`src/rtl/fetch_stage.sv`:
```
// Instruction fetch stage: PC register, IF/ID pipeline register, branch redirect and
// out-of-range redirect trap. All outputs come straight from flops.
module fetch_stage #(
  parameter int               WIDTH      = 32,
  parameter int               IMEM_DEPTH = 512,
  parameter logic [WIDTH-1:0] NOP        = WIDTH'(32'h00000013)
) (
  input  logic             clk,
  input  logic             rst,
  input  logic [WIDTH-1:0] imem_rd,
  input  logic             stall,
  input  logic             redirect_valid,
  input  logic [WIDTH-1:0] redirect_pc,
  output logic [WIDTH-1:0] pc_o,
  output logic [WIDTH-1:0] ifid_instr,
  output logic [WIDTH-1:0] ifid_pc,
  output logic [WIDTH-1:0] ifid_pc_plus1,
  output logic             ifid_valid,
  output logic             fetch_err
);

  // state | meaning
  // IDLE  | single settle cycle after reset, PC held at 0, nothing captured
  // RUN   | fetching: redirect > stall > sequential advance
  // ERR   | redirect target was out of range; frozen until reset
  typedef enum logic [1:0] {IDLE, RUN, ERR} state_t;

  localparam logic [WIDTH-1:0] DEPTH_W = WIDTH'(IMEM_DEPTH);
  localparam logic [WIDTH-1:0] LAST_PC = WIDTH'(IMEM_DEPTH - 1);
  localparam logic [WIDTH-1:0] ONE     = WIDTH'(1);

  state_t           state, state_nxt;
  logic [WIDTH-1:0] pc_nxt, instr_nxt, ifpc_nxt, plus1_nxt;
  logic             valid_nxt, err_nxt;

  always_ff @(posedge clk) begin
    if (rst) begin
      state         <= IDLE;
      pc_o          <= '0;
      ifid_instr    <= NOP;
      ifid_pc       <= '0;
      ifid_pc_plus1 <= '0;
      ifid_valid    <= 1'b0;
      fetch_err     <= 1'b0;
    end else begin
      state         <= state_nxt;
      pc_o          <= pc_nxt;
      ifid_instr    <= instr_nxt;
      ifid_pc       <= ifpc_nxt;
      ifid_pc_plus1 <= plus1_nxt;
      ifid_valid    <= valid_nxt;
      fetch_err     <= err_nxt;
    end
  end

  always_comb begin
    state_nxt = state;
    pc_nxt    = pc_o;
    instr_nxt = ifid_instr;
    ifpc_nxt  = ifid_pc;
    plus1_nxt = ifid_pc_plus1;
    valid_nxt = ifid_valid;
    err_nxt   = fetch_err;
    case (state)
      IDLE: state_nxt = RUN;
      RUN: begin
        if (redirect_valid) begin
          // squash the slot; ifid_pc/ifid_pc_plus1 keep their last values
          instr_nxt = NOP;
          valid_nxt = 1'b0;
          if (redirect_pc < DEPTH_W) begin
            pc_nxt = redirect_pc;
          end else begin
            state_nxt = ERR;
            err_nxt   = 1'b1;
          end
        end else if (!stall) begin
          instr_nxt = imem_rd;
          ifpc_nxt  = pc_o;
          plus1_nxt = pc_o + ONE;
          valid_nxt = 1'b1;
          pc_nxt    = (pc_o == LAST_PC) ? '0 : pc_o + ONE;
        end
      end
      ERR: begin
        instr_nxt = NOP;
        valid_nxt = 1'b0;
        err_nxt   = 1'b1;
      end
      default: state_nxt = IDLE;
    endcase
  end

endmodule

```
`config.mk`:
```
export PLATFORM = sky130hd
export DESIGN_NAME = fetch_stage
export DESIGN_NICKNAME = d
export VERILOG_FILES = /design/src/rtl/fetch_stage.sv
export SDC_FILE = /design/constraint.sdc
export NUM_CORES = 1
export LEC_CHECK = 0
export BUFFER_PORTS_ARGS = -buffer_cell sky130_fd_sc_hd__buf_2
export CAP_MARGIN = 30
export CORE_MARGIN = 2
export CORE_UTILIZATION = 45
export CTS_CLUSTER_SIZE = 28
export DETAILED_ROUTE_END_ITERATION = 7
export PLACE_DENSITY = 0.76
export SYNTH_ARGS = -nofsm -noshare
export SYNTH_HDL_FRONTEND = slang
export SYNTH_SLANG_ARGS = --single-unit
```
`constraint.sdc`:
```
create_clock -name clk -period 2 [get_ports clk]
set_input_delay 0.3 -clock clk [delete_from_list [all_inputs] [get_ports clk]]
set_output_delay 0.3 -clock clk [all_outputs]
set_load 0.02 [all_outputs]
```
==> flow_metrics.env, run 1 <==
export IMPL_relSlewSlack=0.6806
export IMPL_antennaDiodeCount=0
export IMPL_antenna_found_initial=0
export IMPL_synth_top_family_by_area="compound AO/OA/AOI/OAI gates"
export IMPL_nNetsFinal=1005
export IMPL_clock_skew_ns=0.01000
export IMPL_yosysMostFrequentCell="dfxtp_1"
export IMPL_worst_pin_slew_ns=0.4780
export IMPL_setup_viol=1
export IMPL_rr_startpoint="pc_o[29]"
export IMPL_multi_input_area_um2=3003
export IMPL_hold_start="imem_rd[1]"
export IMPL_syn_inst=705
export IMPL_cp_data_arrival_time_ns=2.32
export IMPL_synth_top_area_cell="dfxtp_1"
export IMPL_first_pass_iters=5
export IMPL_fillCellCount=1116
export IMPL_syn_area_um2=5732
export IMPL_worstPathMaxFanout=21
export IMPL_drtIter0Drc=562
export IMPL_wl_um=18730
export IMPL_cp_slowest_cell="or4_4"
export IMPL_synth_main_ff_cell="dfxtp_1"
export IMPL_whs_path_depth=3
export IMPL_min_period_over_period=1.017
export IMPL_synth_compound_area_share=0.2183
export IMPL_setup_ws_ns=-0.03496
export IMPL_area_delta_synth_final_pct=41.24
export IMPL_start_util=0.4579
export IMPL_slowest_delay_ns=0.54
export IMPL_dp_hpwl_um=13330
export IMPL_yosysWarnings=0
export IMPL_vias=6200
export IMPL_io_pins=198
export IMPL_hold_violations=0
export IMPL_slew_viol_final=0
export IMPL_portBuffers=197
export IMPL_rsz0062_at_grt="yes"
export IMPL_critPathLaunchType="flip-flop"
export IMPL_period_minus_slack_ns=2.035
export IMPL_min_to="ifid_instr[1]"
export IMPL_synth_xor_area_frac=0.04126
export IMPL_grt_max_degree=49
export IMPL_wl_per_cell_um=16.78
export IMPL_max_vdd_ir_drop_mv=0.7114
export IMPL_seq_area_um2=2676
export IMPL_drtAntennaViolNets=0
export IMPL_synthAdderAreaFrac=0.008732
export IMPL_grtUsageTotal=0.2762
export IMPL_violations="setup timing"
export IMPL_ys_seq_area_frac=0.4610
export IMPL_path_buf_inv=1
export IMPL_ys_seq_elements=132
export IMPL_fmax_mhz=491.4
export IMPL_die_area_um2=13660
export IMPL_yosys_top_cells_count="dfxtp_1, nand2_1, a21oi_1, nor2_1, clkbuf_1"
export IMPL_clock_sinks=132
export IMPL_async_flop_share=0
export IMPL_synthSimpleGateAreaFrac=0.2179
export IMPL_cpLargestDelayFamily="simple AND/OR/NAND/NOR gates"
export IMPL_layout_drive_gt1_share=0.3729
export IMPL_critPathKind="reg -> reg"
export IMPL_synth_nets=777
export IMPL_cts_root_buffer="clkbuf_16"
export IMPL_hp_class="in -> reg"
export IMPL_core_area_um2=12520
export IMPL_clk_pin_slew_ns=0.06
export IMPL_remaining_drc_errors=0
export IMPL_layout_cells_non_filler=1116
export IMPL_place_ws_ns=-0.09345
export IMPL_path_cells="or4_4 -> nor4_4 -> a21oi_2 -> buf_12 -> a41oi_1 -> a311oi_2"
export IMPL_p_per_area_nw_per_um2=914.4
export IMPL_rr_endpoint="pc_o[17]"
export IMPL_reg2reg_slack_ns=-0.03
export IMPL_grt_pass1_vias=5803
export IMPL_syn_area_per_cell_um2=8.130
export IMPL_reg2reg_depth=6
export IMPL_synth_area_leaders="dfxtp_1, nand2_1, a21oi_1"
export IMPL_die_y_um=116.9
export IMPL_dp_cells=1085
export IMPL_gp_congestion=0.9588
export IMPL_status="finished with violations"
export IMPL_grt_first_pass_wirelength_um=29280
export IMPL_cts_hold_repair_buffers=0
export IMPL_synth_cell_types=48
export IMPL_die_w_um=116.9
export IMPL_cts_tree="yes"
export IMPL_worst_setup_path_end_kind="flip-flop"
export IMPL_std_cell_rows=41
export IMPL_grt_ovfl_total=0
export IMPL_clockBufferDepth=2
export IMPL_synth_edf_count=0
export IMPL_htree_levels=4
export IMPL_synthMuxAreaShare=0.001746
export IMPL_cts_made_buffers=17
export IMPL_p_leak_uw=0.003365
export IMPL_insertion_delay_ns=0.42
export IMPL_maxCapViolations=0
export IMPL_routed_via_density=5.556
export IMPL_required_ns=2.28
export IMPL_synth_top_cell_area_share=0.4610
==> power breakdown <==
part / leakage (uW) / internal (uW) / switching, uW
registers: 0.00108 / 2820 / 106
clock network: 0.000262 / 1700 / 1090
logic: 0.00203 / 641 / 1050
==> cells in the final DEF, fill, tap and decap left out, types with 11 or more instances in the layout <==
| master | synthesis | routed |
|---|---|---|
| xor2_1 | 17 | 17 |
| nand2_1 | 119 | 116 |
| buf_4 | 0 | 71 |
| a21oi_1 | 83 | 81 |
| a311oi_1 | 21 | 18 |
| o21ai_0 | 28 | 26 |
| buf_2 | 11 | 196 |
| dfxtp_1 | 132 | 117 |
| a22oi_1 | 20 | 20 |
| nor2_1 | 55 | 53 |
| nand4_1 | 11 | 11 |
| nand3_1 | 30 | 27 |
| a211oi_1 | 14 | 14 |
| clkbuf_16 | 0 | 18 |
==> tightest hold or removal path, cell delays in order <==
cell	delay, ns
buf_2	0.07
o22ai_1	0.07
nand2_1	0.06
==> kinds of logic after synthesis <==
| kind of cell | Yosys count |
|---|---|
| buffers and inverters | 72 |
| DFF | 132 |
| and+or+nand+nor | 271 |
| adders and majority gates | 4 |
| muxes | 1 |
| xor gates and xnor gates | 27 |
| AOI/OAI and AO/OA | 198 |
==> how the worst max path moves through the flow <==
stage                     from             end  slack, ns  depth (start not counted)
4_1_cts               state[1]        pc_o[10]      0.003                          8
6_report              pc_o[29]        pc_o[17]      -0.03                          6
5_1_grt                pc_o[9]        pc_o[17]      -0.06                          6
3_5_place_dp          state[1]  ifid_instr[23]      -0.09                          7
2_1_floorplan          pc_o[5]        pc_o[30]      0.004                          6
3_3_place_gp   redirect_pc[26]         pc_o[0]      0.001                          8
==> cell type report <==
type                       count  share of cell area
clock buffer                  25             0.06136
sequential                   132              0.3306
tap                          172             0.02658
clock inverter                 5            0.003091
multi-input combinational    501              0.3709
timing repair buffer         275              0.2046
inverter                       6            0.002782
==> per-layer routing <==
| metal | global-route usage | share of wire |
|---|---|---|
| met1 | 0.3370 | 0.40 |
| met3 | 0.07878 | 0.078 |
| met5 | 0 | 0 |
| met4 | 0.1035 | 0.024 |
| met2 | 0.4647 | 0.50 |
==> metrics by stage <==
| stage | hold slack (ns) | setup TNS (ns) | cell area, um^2 | total power, uW | util |
|---|---|---|---|---|---|
| global route | 0.1147 | -0.1491 | 8095 | 7772 | 0.6467 |
| finish | 0.1115 | -0.03496 | 8095 | 7402 | 0.6467 |
| global placement | 0.4349 | 0 | 7433 | 4585 | 0.5939 |
| floorplan | 0.4446 | 0 | 5896 | 3943 | - |
| detailed placement | 0.4418 | -1.206 | 7433 | 4609 | 0.5939 |
| CTS | 0.09621 | 0 | 7963 | 7395 | 0.6361 |
==> registers in the layout, indices dropped and copies added (netlist names) <==
name           flops
fetch_err          1
ifid_instr        32
ifid_pc           32
ifid_pc_plus1     32
ifid_valid         1
pc_o              32
state              2
==> what timing repair did <==
item	CTS	global route
gates resized for setup	2	24
setup endpoints to repair	22	29
setup buffers	0	1
pin swaps	0	3
Power figures use the tool's default switching activity.
==> run 2, diff against run 1 <==
Settings changed: CELL_PAD_IN_SITES_DETAIL_PLACEMENT from default to 2, CELL_PAD_IN_SITES_GLOBAL_PLACEMENT from default to 2, CORE_UTILIZATION 45 to 25, PLACE_DENSITY 0.76 to default, PLACE_DENSITY_LB_ADDON from default to 0.1.
==> run 2 against run 1 <==
  * The flow now finishes without violations
  * Cell count rose by 11%
  * Cell area up 5.0%
  * Power increased by 10%
  * Register-to-register slack improved by 0.04 ns
  * Maximum frequency up 1.9%
  * Clock skew down 0.00067 ns
  * Count of clock-buffer cells in the layout shrank 7
  * Worst hold slack better by 0.0055 ns
  * Sequential power hardly changed
  * Clock power rose by 24%
  * First-iteration DRC count fell by 67%
==> flow_metrics.env, run 2 (synthesis results as in run 1) <==
export IMPL_drtAntennaViolNets=0
export IMPL_period_minus_slack_ns=1.997
export IMPL_relSlewSlack=0.4484
export IMPL_status="finished, final reports clean"
export IMPL_final_cell_mix="buf_2, nand2_1, dfxtp_1, a21oi_1, buf_4"
export IMPL_worst_pin_slew_ns=0.8223
export IMPL_clock_sinks=132
export IMPL_worstPathMaxFanout=5
export IMPL_cts_tree="yes"
export IMPL_io_pins=198
export IMPL_p_per_area_nw_per_um2=958.5
export IMPL_rr_startpoint="pc_o[13]"
export IMPL_hold_violations=0
export IMPL_cp_data_arrival_time_ns=2.28
export IMPL_wl_um=24690
export IMPL_multi_input_area_um2=3094
export IMPL_wl_per_cell_um=20.00
export IMPL_area_delta_synth_final_pct=48.26
export IMPL_drtIter0Drc=183
export IMPL_std_cell_rows=55
export IMPL_antennaDiodeCount=0
export IMPL_crit_path_start="pc_o[13]"
export IMPL_slew_viol_final=0
export IMPL_first_pass_iters=4
export IMPL_grtUsageTotal=0.1998
export IMPL_cts_made_buffers=17
export IMPL_clk_pin_slew_ns=0.07
export IMPL_core_area_um2=22570
export IMPL_layout_drive_gt1_share=0.3983
export IMPL_nNetsFinal=1008
export IMPL_routed_via_density=5.101
export IMPL_fmax_mhz=500.8
export IMPL_portBuffers=197
export IMPL_setup_viol=0
export IMPL_antenna_found_initial=1
export IMPL_layout_cells_non_filler=1234
export IMPL_cts_hold_repair_buffers=0
export IMPL_grt_first_pass_wirelength_um=37690
export IMPL_rsz0062_at_grt="yes"
export IMPL_die_area_um2=24150
export IMPL_worst_setup_path_end_kind="flip-flop"
export IMPL_max_vdd_ir_drop_mv=0.5064
export IMPL_maxCapViolations=0
export IMPL_insertion_delay_ns=0.43
export IMPL_clock_skew_ns=0.009330
export IMPL_hp_class="in -> reg"
export IMPL_grt_ovfl_total=0
export IMPL_htree_levels=4
export IMPL_utilization=0.3765
export IMPL_critPathLaunchType="flip-flop"
export IMPL_dp_cells=1197
export IMPL_start_util=0.2539
export IMPL_dp_hpwl_um=17420
export IMPL_hold_start="imem_rd[0]"
export IMPL_mostFrequentLayoutCell="buf_2"
export IMPL_die_w_um=155.4
export IMPL_vias=6295
export IMPL_min_period_over_period=0.9984
export IMPL_required_ns=2.28
export IMPL_clockBufferDepth=2
export IMPL_setup_ws_ns=0.003111
export IMPL_fin_setup_tns_ns=0
export IMPL_fillCellCount=2560
export IMPL_cts_root_buffer="clkbuf_16"
export IMPL_remaining_drc_errors=0
export IMPL_grt_max_degree=113
export IMPL_critPathKind="reg -> reg"
export IMPL_p_leak_uw=0.003471
export IMPL_grt_pass1_vias=6824
export IMPL_die_y_um=155.4
export IMPL_gp_congestion=0.8671
export IMPL_place_ws_ns=-0.1241
export IMPL_seq_area_um2=2676
run 2: changes by cell type in the layout (fill, tap and decap cells not counted), sizes merged:
cell / previous run / this run
inv: 5 / 12
clkbuf: 25 / 19
clkinv: 6 / 5
bufinv: 0 / 3
buf: 275 / 277
run 2: final cells by class:
cell class / count / share of cell area
Sequential cell: 132 / 0.3149
Inverter: 6 / 0.002650
Tap cell: 285 / 0.04196
Timing Repair Buffer: 278 / 0.2013
Clock buffer: 18 / 0.05300
Multi-Input combinational cell: 501 / 0.3641
Clock inverter: 14 / 0.02208
run 2: power breakdown:
| group | leakage [uW] | internal (uW) | switching (uW) |
|---|---|---|---|
| Sequential | 0.00108 | 2810 | 107 |
| Clock | 0.000315 | 2080 | 1370 |
| Combinational | 0.00208 | 653 | 1130 |
run 2: routing by layer:
metal  GRT usage  up-vias  share of wire  routed length [um]
li1            -     3000              -                   -
met2      0.3550      184           0.51               12600
met5           0        -        0.00028                   7
met4     0.06903        2          0.016                 396
met3     0.05320       25          0.057                1402
met1      0.2317     3084           0.42               10280
run 2: repair_timing:
item	4_1_cts	5_1_grt
endpoints found under the setup margin	29	36
buffers inserted	1	2
pin swaps	2	9
gates cloned	1	1
gates resized for setup	9	47
run 2: final timing paths:
kind | depth (start not counted) | end | slack (ns)
max reg2reg | 6 | pc_o[4] | 0.003
min reg2reg | 2 | ifid_instr[12] | 0.45
min | 3 | ifid_instr[0] | 0.12
max | 6 | pc_o[4] | 0.003
run 2: worst max-delay path, cell delays in order (launching register included):
cell and delay (ns):
dfxtp_4 0.35, or4_4 0.55, nor4_4 0.39, a21oi_4 0.15
buf_6 0.16, a22oi_2 0.15, o32ai_1 0.11
run 2: stage by stage:
step | total power, uW | hold WS (ns) | area (um^2)
after CTS | 8196 | 0.09922 | 8259
after detailed placement | 4702 | 0.4491 | 7570
after global routing | 8536 | 0.1234 | 8498
after floorplan | 3943 | 0.4446 | 5896
after global placement | 4620 | 0.4377 | 7570
final | 8145 | 0.1170 | 8498
